===== src/rtl/fir_lpf_mc.sv =====
// Multichannel decimating FIR low-pass filter with a single time-shared MAC.
// All channels share one coefficient RAM; results are full precision (OW bits).
module fir_lpf_mc #(
    parameter  int DW    = 16,
    parameter  int CW    = 16,
    parameter  int TAPS  = 32,
    parameter  int CH    = 2,
    parameter  int DECIM = 1,
    localparam int OW    = DW + CW + $clog2(TAPS)
) (
    input  logic                     clk4M,
    input  logic                     rst_n,
    input  logic                     in_valid,
    input  logic [CH*DW-1:0]         din,
    input  logic                     coef_we,
    input  logic [$clog2(TAPS)-1:0]  coef_addr,
    input  logic [CW-1:0]            coef_data,
    input  logic                     overrun_clr,
    output logic [CH*OW-1:0]         dout,
    output logic                     out_valid,
    output logic                     busy,
    output logic                     overrun
);

    localparam int AW  = $clog2(TAPS);
    localparam int CHW = (CH > 1) ? $clog2(CH) : 1;
    localparam int DCW = (DECIM > 1) ? $clog2(DECIM) : 1;
    localparam int PW  = DW + CW;

    typedef enum logic [1:0] {S_IDLE, S_MAC, S_OUT} state_t;

    state_t                 state, state_nx;
    logic signed [DW-1:0]   dline [CH][TAPS];
    logic signed [CW-1:0]   coef  [TAPS];
    logic signed [OW-1:0]   acc   [CH];
    logic [AW-1:0]          wptr, base, rd, k;
    logic [CHW-1:0]         chi, pch;
    logic [DCW-1:0]         dcnt;
    logic signed [PW-1:0]   prod, mul;
    logic signed [DW-1:0]   x_sel;
    logic signed [CW-1:0]   c_sel;
    logic                   pv, pk0, drain;
    logic                   idle, accept, trig, last_k, last_ch;

    assign idle    = (state == S_IDLE);
    assign accept  = in_valid && idle;
    assign trig    = accept && (dcnt == DCW'(DECIM - 1));
    assign last_k  = (k == AW'(TAPS - 1));
    assign last_ch = (chi == CHW'(CH - 1));
    assign busy    = !idle;

    // rd walks backwards from the newest sample: x[newest-k mod TAPS]
    assign x_sel = dline[chi][rd];
    assign c_sel = coef[k];
    assign mul   = $signed({{CW{x_sel[DW-1]}}, x_sel}) * $signed({{DW{c_sel[CW-1]}}, c_sel});

    always_ff @(posedge clk4M or negedge rst_n) begin
        if (!rst_n) state <= S_IDLE;
        else        state <= state_nx;
    end

    always_comb begin
        state_nx = state;
        case (state)
            S_IDLE:  if (trig) state_nx = S_MAC;
            S_MAC:   if (last_k && last_ch) state_nx = S_OUT;
            S_OUT:   if (drain) state_nx = S_IDLE;
            default: state_nx = S_IDLE;
        endcase
    end

    always_ff @(posedge clk4M or negedge rst_n) begin
        if (!rst_n) begin
            wptr      <= '0;
            base      <= '0;
            rd        <= '0;
            k         <= '0;
            chi       <= '0;
            pch       <= '0;
            dcnt      <= '0;
            prod      <= '0;
            pv        <= 1'b0;
            pk0       <= 1'b0;
            drain     <= 1'b0;
            out_valid <= 1'b0;
            overrun   <= 1'b0;
            dout      <= '0;
            for (int c = 0; c < CH; c++) begin
                acc[c] <= '0;
                for (int t = 0; t < TAPS; t++) dline[c][t] <= '0;
            end
            for (int t = 0; t < TAPS; t++) coef[t] <= (t == 0) ? CW'(1) : '0;
        end else begin
            out_valid <= 1'b0;
            pv        <= 1'b0;

            if (coef_we && idle) coef[coef_addr] <= coef_data;

            // a drop in the same cycle as a clear leaves the flag set
            if (in_valid && !idle) overrun <= 1'b1;
            else if (overrun_clr)  overrun <= 1'b0;

            if (accept) begin
                for (int c = 0; c < CH; c++) dline[c][wptr] <= din[c*DW +: DW];
                wptr <= (wptr == AW'(TAPS - 1)) ? '0 : wptr + 1'b1;
                dcnt <= (dcnt == DCW'(DECIM - 1)) ? '0 : dcnt + 1'b1;
                if (trig) begin
                    base <= wptr;
                    rd   <= wptr;
                    k    <= '0;
                    chi  <= '0;
                end
            end

            // product registered, accumulated one cycle later
            if (state == S_MAC) begin
                prod <= mul;
                pv   <= 1'b1;
                pk0  <= (k == '0);
                pch  <= chi;
                if (last_k) begin
                    k   <= '0;
                    chi <= chi + 1'b1;
                    rd  <= base;
                end else begin
                    k   <= k + 1'b1;
                    rd  <= (rd == '0) ? AW'(TAPS - 1) : rd - 1'b1;
                end
            end

            if (pv)
                acc[pch] <= pk0 ? {{(OW-PW){prod[PW-1]}}, prod}
                                : acc[pch] + {{(OW-PW){prod[PW-1]}}, prod};

            // OUT spends one cycle draining the pipeline, then publishes
            if (state == S_OUT) begin
                drain <= !drain;
                if (drain) begin
                    out_valid <= 1'b1;
                    for (int c = 0; c < CH; c++) dout[c*OW +: OW] <= acc[c];
                end
            end
        end
    end

endmodule


===== config.mk =====
export PLATFORM = sky130hd
export DESIGN_NAME = fir_lpf_mc
export DESIGN_NICKNAME = d
export VERILOG_FILES = /design/src/rtl/fir_lpf_mc.sv
export SDC_FILE = /design/constraint.sdc
export NUM_CORES = 2
export LEC_CHECK = 0
export BUFFER_PORTS_ARGS = -buffer_cell sky130_fd_sc_hd__clkbuf_2
export CAP_MARGIN = 20
export CORE_UTILIZATION = 50
export DETAILED_ROUTE_END_ITERATION = 6
export GPL_TIMING_DRIVEN = 0
export PLACE_DENSITY = 0.75
export SLEW_MARGIN = 20
export SYNTH_ARGS = -nofsm -noshare
export SYNTH_HDL_FRONTEND = slang
export SYNTH_SLANG_ARGS = --single-unit
export TNS_END_PERCENT = 30

===== constraint.sdc =====
create_clock -name clk4M -period 9.02 [get_ports clk4M]
set_input_delay 0.451 -clock clk4M [delete_from_list [all_inputs] [get_ports clk4M]]
set_output_delay 0.451 -clock clk4M [all_outputs]
set_load 0.01 [all_outputs]

==> flow_summary.ini <==
[drt]
viasPerCell = 6.29
routedWlPerCell_um = 29.4
drt_first_pass_iters = 7
ant_nets = 0
finalWirelength_mm = 279
drcViolationCount = 19
drt_iter0_markers = 6459
vias = 59600

[logic_synthesis]
synth_ff_type = dfrtp_1
synth_edf_count = 0
syn-num-nets = 6971
synth.most_common_cell = dfrtp_1
synthTopCellsByArea = dfrtp_1, mux2_2, mux4_2, fa_1, nand2_1
synth_cell_type_count = 67
synth_top_cell_by_area = dfrtp_1
ys_async_sr_fraction_pct = 100
synth-seq-cells = 1745
synth_area_mm2 = 0.0897
synthTopCellsByCount = dfrtp_1, mux2_2, nand2_1, mux4_2, clkbuf_1
syn-instance-count = 6523
yosys_warnings = 0
avgSynthCellArea_um2 = 13.7
yosysSeqAreaShare_pct = 48.7
synth_top_area_share_pct = 48.7

[setup_path]
cp_max_fo = 10
worstPathArrival_ns = 9.58
crit_path_max_incr_delay_ns = 0.58
cp_common_cell = fa_1
crit_path_start_kind = flip-flop
crit_type = flip-flop to flip-flop
endpoint_kind = flip-flop
crit_required_ns = 9.69
crit_slowest_cell = fa_1

[floorplanning]
num_io_pins = 135
dieWidth_um = 425
initial_utilization_pct = 50.3
rows = 155
coreArea_mm2 = 0.178
die_h_um = 425
die-area_mm2 = 0.181

[cells_and_area]
finish.instance_area_mm2 = 0.103
fin_cells = 9483
num-fill-cells = 13600
fin_util_pct = 57.8
multi_input_area_mm2 = 0.0432
seqCellArea_mm2 = 0.0437
nets = 7426
syn_to_final_growth_pct = 14.9
drive_above_1_share_pct = 39.9

[placement]
dp_slack_ns = -1.77
dp_cells = 9041
io_buffers = 134
placed_area_mm2 = 0.0940
gp_congestion = 0.965
dpl.hpwl_mm = 191

[timing]
maxSlewHeadroom_pct = 13.0
min_period_ns = 8.91
whs_ns = 0.0117
setup-tns-final_ns = 0
fin_crit_sh_pct = 98.8
postLayoutSetupSlackWorst_ns = 0.105
finalSetupViolations = 0
slew_violations = 0
fmax_mhz = 112
worstMarginPinSlew_ns = 1.30
fin_worst_skew_ns = 0.0483
rsz0062_at_grt = yes
hold_viol = 0

[clocking]
cts.sinks = 1745
clkTransAtPathRegs_ns = 0.06
cts.path.max_buffers = 3
cts_inserted_buffers = 178
clock_latency_ns = 0.85
cts_tree = built
h-tree-depth = 4
cts_root_buf = clkbuf_16

[power]
leakage_nw = 50.4
sequentialPowerShare_pct = 34.9
p_int_mw = 16.6
comb_power_share_pct = 34.3
p_clk_share_pct = 30.8
sw_frac_of_total_pct = 35.4
ir_worst_vdd_mv = 0.217
fin_total_pwr_mw = 25.7
p_switching_mw = 9.10
p_per_area_mw_per_mm2 = 249

[grt]
grt_usage_pct = 30.8
antenna_found_initial = 12
grt_first_pass_wirelength_mm = 409
grt_start_max_net_pins = 100
grt_pass1_vias = 61500
grt_overflow = 0

[worst_hold_path]
min_path_type = input port to flip-flop

[run]
drv_cap = 0

[status]
violations = design-rule violations
status = complete, but fails checks
==> critical path, delay by kind of cell (launching register included) <==
family / cells / cell delay, ns
DFF: 1 / 0.46
AOI/OAI and AO/OA: 8 / 1.50
and+or+nand+nor: 4 / 0.91
xor gates and xnor gates: 1 / 0.24
muxes: 3 / 1.33
buffers and inverters: 7 / 1.02
adders and majority gates: 7 / 3.22
==> power by group through the flow <==
stage          Clock (mW)  Combinational (mW)  Sequential [mW]
2_1_floorplan           0                4.68             8.85
3_3_place_gp            0                7.36             9.02
3_5_place_dp            0                7.56             9.01
4_1_cts              7.96                8.16             8.92
5_1_grt              8.27                9.19             9.01
6_report             7.92                8.80             8.96
==> layout make-up <==
class                           count  area share [%]
Antenna cell                        4         0.00972
Buffer                            489            2.79
Clock buffer                      264            5.20
Clock inverter                     62           0.910
Inverter                          359            1.32
Multi-Input combinational cell   3923            41.9
Sequential cell                  1745            42.4
Tap cell                         2355            2.86
Timing Repair Buffer              282            2.58
==> path summary, 6_finish.rpt <==
check                           startpoint          to  slack (ns)  depth (start not counted)
min in group asynchronous            rst_n  dline[120]        0.18                          2
worst max register to register         chi    prod[30]        0.11                         30
worst min register to register    dout[17]    dout[17]        0.47                          2
worst max-delay path                   chi    prod[30]        0.11                         30
worst min-delay path              in_valid     overrun        0.01                          2
max in group asynchronous            rst_n   coef[101]        5.97                          8
==> flip-flops by register name, summed over array words and instances, names as in the netlist, 2 cells and up <==
register / flops
prod: 32
state: 2
acc: 74
base: 5
coef: 512
dline: 1024
rd: 5
dout: 74
wptr: 5
k: 5
==> repair_timing <==
action | in CTS | in global routing
pin swaps | 6 | 18
endpoints found under the setup margin | 19 | 10
hold buffers | 35 | 0
resized for setup | 267 | 131
cloned | 0 | 5
endpoints found under the hold margin | 114 | 0
setup buffers | 33 | 44
==> cells in the final DEF (no fill, tap or decap), drive strengths merged, types with 19 or more instances in the layout <==
cell,n
nand2b,19
o21ai,151
clkinv,38
mux2i,54
dlygate4sd3,35
a21oi,78
nand2,529
xnor2,42
nor2,298
nor3,26
mux4,454
a221oi,29
a31oi,26
nand3,31
dfrtp,1744
xor2,23
a21o,41
clkbuf,763
ha,127
buf,234
inv,360
fa,263
mux2,1582
==> cell families after synthesis <==
kind of cell,count (synthesis),synth area share [%]
AO/OA/AOI/OAI,398,2.93
AND/OR/NAND/NOR,980,4.51
buffers and inverters,855,3.69
multiplexers,2090,31.9
XOR/XNOR,65,0.635
adder cells (fa/ha/maj),390,7.65
flip-flops,1745,48.7
==> per-layer routing <==
layer / global-route usage, % / wire (um)
met5: 0 / 126
met4: 16.7 / 18100
met3: 9.29 / 29500
met2: 46.1 / 125000
met1: 40.4 / 107000
Power figures use the tool's default switching activity.
